==> src/rtl/packet_source_arbiter.sv <==
// Packet-granular round-robin arbiter: one source owns the output from SOP to EOP.
// Output beat appears 1 cycle after acceptance; oReady of the owner follows the output register's free state.
module packet_source_arbiter #(
  parameter int NUM_SRC = 4,
  parameter int DATA_W  = 64,
  parameter int BE_W    = DATA_W / 8,
  parameter int CNT_W   = 16
) (
  input  logic                        iClk,
  input  logic                        iReset,
  input  logic [NUM_SRC-1:0]          iValid,
  input  logic [NUM_SRC*DATA_W-1:0]   iPacket,
  input  logic [NUM_SRC-1:0]          iSop,
  input  logic [NUM_SRC-1:0]          iEop,
  input  logic [NUM_SRC*BE_W-1:0]     iByte_enable,
  output logic [NUM_SRC-1:0]          oReady,
  input  logic                        iReady,
  output logic                        oValid,
  output logic [DATA_W-1:0]           oPacket,
  output logic                        oSop,
  output logic                        oEop,
  output logic [BE_W-1:0]             oByte_enable,
  output logic [$clog2(NUM_SRC)-1:0]  oSrc_id,
  output logic [CNT_W-1:0]            oPkt_count,
  output logic [CNT_W-1:0]            oDrop_count
);

  localparam int SRC_W = $clog2(NUM_SRC);

  typedef enum logic {
    IDLE = 1'b0,
    XFER = 1'b1
  } state_e;

  state_e              state_q;
  logic [SRC_W-1:0]    ptr_q;
  logic [SRC_W-1:0]    grant_q;
  logic [SRC_W-1:0]    src_id_q;
  logic                valid_q;
  logic                sop_q;
  logic                eop_q;
  logic [DATA_W-1:0]   data_q;
  logic [BE_W-1:0]     be_q;
  logic [CNT_W-1:0]    pkt_cnt_q;
  logic [CNT_W-1:0]    drop_cnt_q;

  logic [NUM_SRC-1:0]  req;
  logic [NUM_SRC-1:0]  junk;
  logic [NUM_SRC-1:0]  rdy_vec;
  logic                out_free;
  logic                accept;
  logic                win_vld;
  logic [SRC_W-1:0]    win_idx;
  logic [SRC_W-1:0]    ptr_next;
  int unsigned         idx;

  logic [DATA_W-1:0]   sel_dat;
  logic [BE_W-1:0]     sel_be;
  logic                sel_sop;
  logic                sel_eop;

  assign req      = iValid & iSop;
  assign junk     = iValid & ~iSop;
  assign out_free = !valid_q || iReady;

  // Scan from the highest offset down so the lowest offset from the pointer wins.
  always_comb begin
    win_vld = 1'b0;
    win_idx = '0;
    idx     = 0;
    for (int k = NUM_SRC - 1; k >= 0; k--) begin
      idx = int'(ptr_q) + k;
      if (idx >= NUM_SRC) begin
        idx = idx - NUM_SRC;
      end
      if (req[idx]) begin
        win_vld = 1'b1;
        win_idx = SRC_W'(idx);
      end
    end
  end

  // Stray non-SOP beats seen while idle are absorbed so they cannot wedge a source.
  always_comb begin
    rdy_vec = '0;
    if (!iReset) begin
      if (state_q == IDLE) begin
        rdy_vec = junk;
      end else begin
        rdy_vec[grant_q] = out_free;
      end
    end
  end

  assign sel_dat  = iPacket[grant_q*DATA_W +: DATA_W];
  assign sel_be   = iByte_enable[grant_q*BE_W +: BE_W];
  assign sel_sop  = iSop[grant_q];
  assign sel_eop  = iEop[grant_q];
  assign accept   = (state_q == XFER) && iValid[grant_q] && out_free;
  assign ptr_next = (grant_q == SRC_W'(NUM_SRC - 1)) ? '0 : grant_q + SRC_W'(1);

  always_ff @(posedge iClk or posedge iReset) begin
    if (iReset) begin
      state_q    <= IDLE;
      ptr_q      <= '0;
      grant_q    <= '0;
      src_id_q   <= '0;
      valid_q    <= 1'b0;
      sop_q      <= 1'b0;
      eop_q      <= 1'b0;
      data_q     <= '0;
      be_q       <= '0;
      pkt_cnt_q  <= '0;
      drop_cnt_q <= '0;
    end else begin
      case (state_q)
        IDLE: begin
          if (win_vld) begin
            grant_q <= win_idx;
            state_q <= XFER;
            // Keep the tag of a stalled previous beat until it drains.
            if (out_free) begin
              src_id_q <= win_idx;
            end
          end
          if (|junk) begin
            drop_cnt_q <= drop_cnt_q + CNT_W'(1);
          end
        end
        XFER: begin
          if (accept && sel_eop) begin
            state_q <= IDLE;
            ptr_q   <= ptr_next;
          end
        end
        default: state_q <= IDLE;
      endcase

      if (accept) begin
        valid_q  <= 1'b1;
        data_q   <= sel_dat;
        be_q     <= sel_be;
        sop_q    <= sel_sop;
        eop_q    <= sel_eop;
        src_id_q <= grant_q;
      end else if (iReady) begin
        valid_q <= 1'b0;
      end

      if (valid_q && iReady && eop_q) begin
        pkt_cnt_q <= pkt_cnt_q + CNT_W'(1);
      end
    end
  end

  assign oReady       = rdy_vec;
  assign oValid       = valid_q;
  assign oPacket      = data_q;
  assign oSop         = sop_q;
  assign oEop         = eop_q;
  assign oByte_enable = be_q;
  assign oSrc_id      = src_id_q;
  assign oPkt_count   = pkt_cnt_q;
  assign oDrop_count  = drop_cnt_q;

endmodule

==> config.mk <==
export PLATFORM = sky130hd
export DESIGN_NAME = packet_source_arbiter
export DESIGN_NICKNAME = d
export VERILOG_FILES = /design/src/rtl/packet_source_arbiter.sv
export SDC_FILE = /design/constraint.sdc
export NUM_CORES = 1
export LEC_CHECK = 0
export CAP_MARGIN = 15
export CORE_AREA = 2 2 160 162
export DETAILED_ROUTE_END_ITERATION = 16
export DIE_AREA = 0 0 162 164
export GPL_TIMING_DRIVEN = 0
export PLACE_DENSITY = 0.75
export SETUP_SLACK_MARGIN = 0.4
export SLEW_MARGIN = 20
export SYNTH_ARGS = -nofsm -noshare
export SYNTH_HDL_FRONTEND = slang
export SYNTH_SLANG_ARGS = --single-unit
==> constraint.sdc <==
create_clock -name iClk -period 4 [get_ports iClk]
set_input_delay 0.8 -clock iClk [delete_from_list [all_inputs] [get_ports iClk]]
set_output_delay 0.8 -clock iClk [all_outputs]
set_load 0.05 [all_outputs]
==> impl_metrics.csv <==
group,metric,value,unit
floorplan,start_util,0.264,
logic_synthesis,ys_top_cells_by_area,"dfrtp_1 (43%), mux4_2 (26%), mux2_2 (8.8%), mux2_1 (4.5%), xnor2_1 (2.3%)",
pwr,leakagePower,4.50,nW
critical_path,cp-start-kind,"primary input",
logic_synthesis,synth_edf_count,0,
final_layout,n_fill_cell,2240,
routing,drt-initial-drc-count,157,
timing,period_share,0.862,
placement,dp_hpwl,19500,um
clock_network,cts_buffer_depth,2,
critical_path,cp.arrival,2650,ps
final_layout,fin_nets,1190,
critical_path,cpPeakStageDelay,640,ps
floorplan,core-area,24800,sq um
placement,gp_congestion,0.835,
logic_synthesis,syn_area_per_cell,14.8,sq um
placement,dp.cells,1192,
pwr,power_density,740,nW/um^2
clock_network,post_cts_buffers,0,
logic_synthesis,ys_types,47,
critical_path,slowest_stage,"clkdlybuf4s50_1",
final_layout,area_growth_syn_to_layout,79.1,%
placement,placed_area,11200,sq um
clock_network,tritoncts,"yes",
critical_path,path_cells,"clkdlybuf4s50_1 > nand2b_1 > and2_0 > a21oi_1 > nor2_1 > dlymetal6s2s_1",
global_route,grt_pass1_wl,35900,um
logic_synthesis,syn_area,6560,sq um
logic_synthesis,synth_top_area_frac,0.435,
routing,drc,0,
routing,vias,5731,
timing,slew_viol_final,0,
logic_synthesis,ys_seq_area_frac,0.435,
floorplan,rows,58,
global_route,grt_start_max_net_pins,34,
logic_synthesis,yosys.area.top_type,"dfrtp_1",
clock_network,root_buffer,"clkbuf_16",
timing,hold_ws,476,ps
floorplan,ios,416,
floorplan,die-area,26600,sq um
routing,dr.pass1.iters,4,
logic_synthesis,synth_seq_cells,114,
final_layout,drive_gt1_frac,0.208,
global_route,grt_pass1_vias,6141,
final_layout,n_antenna_cell,0,
timing,fin_worst_skew,9.72,ps
pwr,peakVddDrop,0.381,mV
placement,port_buffers,415,
critical_path,criticalPathCategory,"primary input to output pin",
timing,setup_viol,0,
logic_synthesis,yosysWarnings,0,
routing,wl_per_cell,19.6,um
timing,max-slew-margin-rel,0.535,
clock_network,clkTransAtPathRegs,50,ps
critical_path,r2r_cells,4,
hold_path,worstHoldPathType,"register to register",
timing,hold_viol,0,
logic_synthesis,synth-async-reset-ratio,1.00,
timing,finalCriticalPeriod,3450,ps
routing,ant_nets,0,
routing,drt_wl_total,23900,um
final_layout,layout.cells.non_filler,1224,
logic_synthesis,syn_nets,753,
run,maxCapViolCount,0,
clock_network,h-tree-depth,4,
critical_path,critPathBufInv,2,
clock_network,cts_sinks,114,
hold_path,whs_path_depth,1,
clock_network,cts-buffers-inserted,17,
final_layout,final_cell_area,11700,sq um
global_route,antenna_found_initial,0,
timing,finalSetupTns,0,ps
timing,tightestPinTransition,697,ps
global_route,overflow,0,
clock_network,insertion_delay,410,ps
pwr,p_total,8.70,mW
floorplan,die_height,164,um
critical_path,cp_data_required_time,3200,ps
critical_path,crit_cells,6,
critical_path,crit_fanout,6,
global_route,track_usage,0.178,
outcome,status,"finished clean",
logic_synthesis,ys.flop_type,"dfrtp_1",
routing,drt-vias-per-instance,4.68,
timing,fmax,290,MHz
timing,rsz0062_at_grt,"no",
floorplan,die_w,162,um
critical_path,end_kind,"output pin",
logic_synthesis,syn_inst,444,
critical_path,crit_family,"buffers and inverters",
layout by cell type (no fill, tap or decap), drive strengths merged, types with 4 or more instances in the layout:
| master | instances |
|---|---|
| xnor2 | 17 |
| nand4 | 7 |
| inv | 6 |
| clkbuf | 31 |
| buf | 22 |
| a21oi | 4 |
| xor2 | 13 |
| clkinv | 5 |
| nand2b | 6 |
| mux2 | 77 |
| nand2 | 21 |
| ha | 6 |
| mux4 | 75 |
| nor4 | 9 |
| clkdlybuf4s50 | 411 |
| dfrtp | 114 |
| nand3 | 12 |
| clkinvlp | 6 |
| nor2 | 14 |
cells by family after synthesis:
| logic type | Yosys count | share of synthesized area |
|---|---|---|
| fa+ha+maj | 6 | 0.0114 |
| simple gates | 89 | 0.0730 |
| xor+xnor | 30 | 0.0400 |
| mux | 152 | 0.390 |
| compound gates | 20 | 0.0204 |
| buf+inv | 33 | 0.0307 |
| flops | 114 | 0.435 |
sequential cells by signal, summed over array words and instances (netlist names):
signal and cells:
grant_q 2, oSrc_id 2, ptr_q 2, state_q 1
oPacket 64, oByte_enable 8, oValid 1, oPkt_count 16
oSop 1, oEop 1, oDrop_count 16
metal layers:
| layer | up-vias | global-route usage | wire, um |
|---|---|---|---|
| li1 | 2612 | - | - |
| met1 | 2834 | 0.222 | 9650 |
| met2 | 263 | 0.310 | 12200 |
| met3 | 22 | 0.0402 | 1790 |
| met4 | 0 | 0.0491 | 345 |
| met5 | - | 0 | 0 |
report_power, final:
group          total [mW]  internal, mW  switching, mW
Combinational        5.25          2.29           2.96
Sequential           1.99          1.65          0.335
Clock                1.46         0.886          0.573
Total                8.70          4.83           3.87
synth_stat cells (2+ instances only):
cell type / instances
dfrtp_1: 114
mux4_2: 75
mux2_2: 51
mux2_1: 26
nand2_1: 21
xnor2_1: 17
nor2_1: 14
xor2_1: 13
nand3_1: 11
nor4_1: 9
buf_2: 8
clkbuf_1: 8
nand4_1: 7
ha_1: 6
inv_1: 6
nand2b_1: 6
a21oi_1: 4
buf_4: 4
buf_6: 4
and3_1: 3
and4_1: 3
nor3_1: 3
o21ai_0: 3
a31oi_1: 2
buf_8: 2
nor2b_1: 2
o21a_1: 2
worst register-to-register path: cells and delay by family (launching register included):
| kind | cells | cell delay [ps] |
|---|---|---|
| muxes | 2 | 710 |
| buffers and inverters | 2 | 830 |
| DFF | 1 | 540 |
final timing paths:
kind / from / end / slack (ps)
min: oPkt_count[15] / oPkt_count[15] / 480
min in group asynchronous: iReset / oPacket[8] / 890
min reg2reg: oPkt_count[15] / oPkt_count[15] / 480
max: iReady / oReady[1] / 550
max in group asynchronous: iReset / oPkt_count[0] / 2320
max reg2reg: grant_q[1] / oPacket[35] / 1800
layout make-up:
cell class	count	area, sq um	area share
multi-input cells	297	3510	0.299
inverters	6	26.3	0.00224
flip-flops and latches	114	2850	0.243
well taps	330	413	0.0351
repair buffers	418	4200	0.358
plain buffers	27	183	0.0155
clock buffers	20	457	0.0389
clock inverters	12	109	0.00927
what timing repair did:
item                                    CTS  global route
endpoints found under the setup margin    4             4
hold buffers                              0             0
gates resized for setup                   5             7
hold endpoints to repair                  0             0
per-stage QoR:
stage | setup WS (ps) | util
2_1_floorplan | 1290 | -
3_3_place_gp | 183 | 0.449
3_5_place_dp | 185 | 0.451
4_1_cts | 181 | 0.474
5_1_grt | 450 | 0.473
6_report | 553 | 0.473
Note: power is estimated with default switching activity, not from simulation.
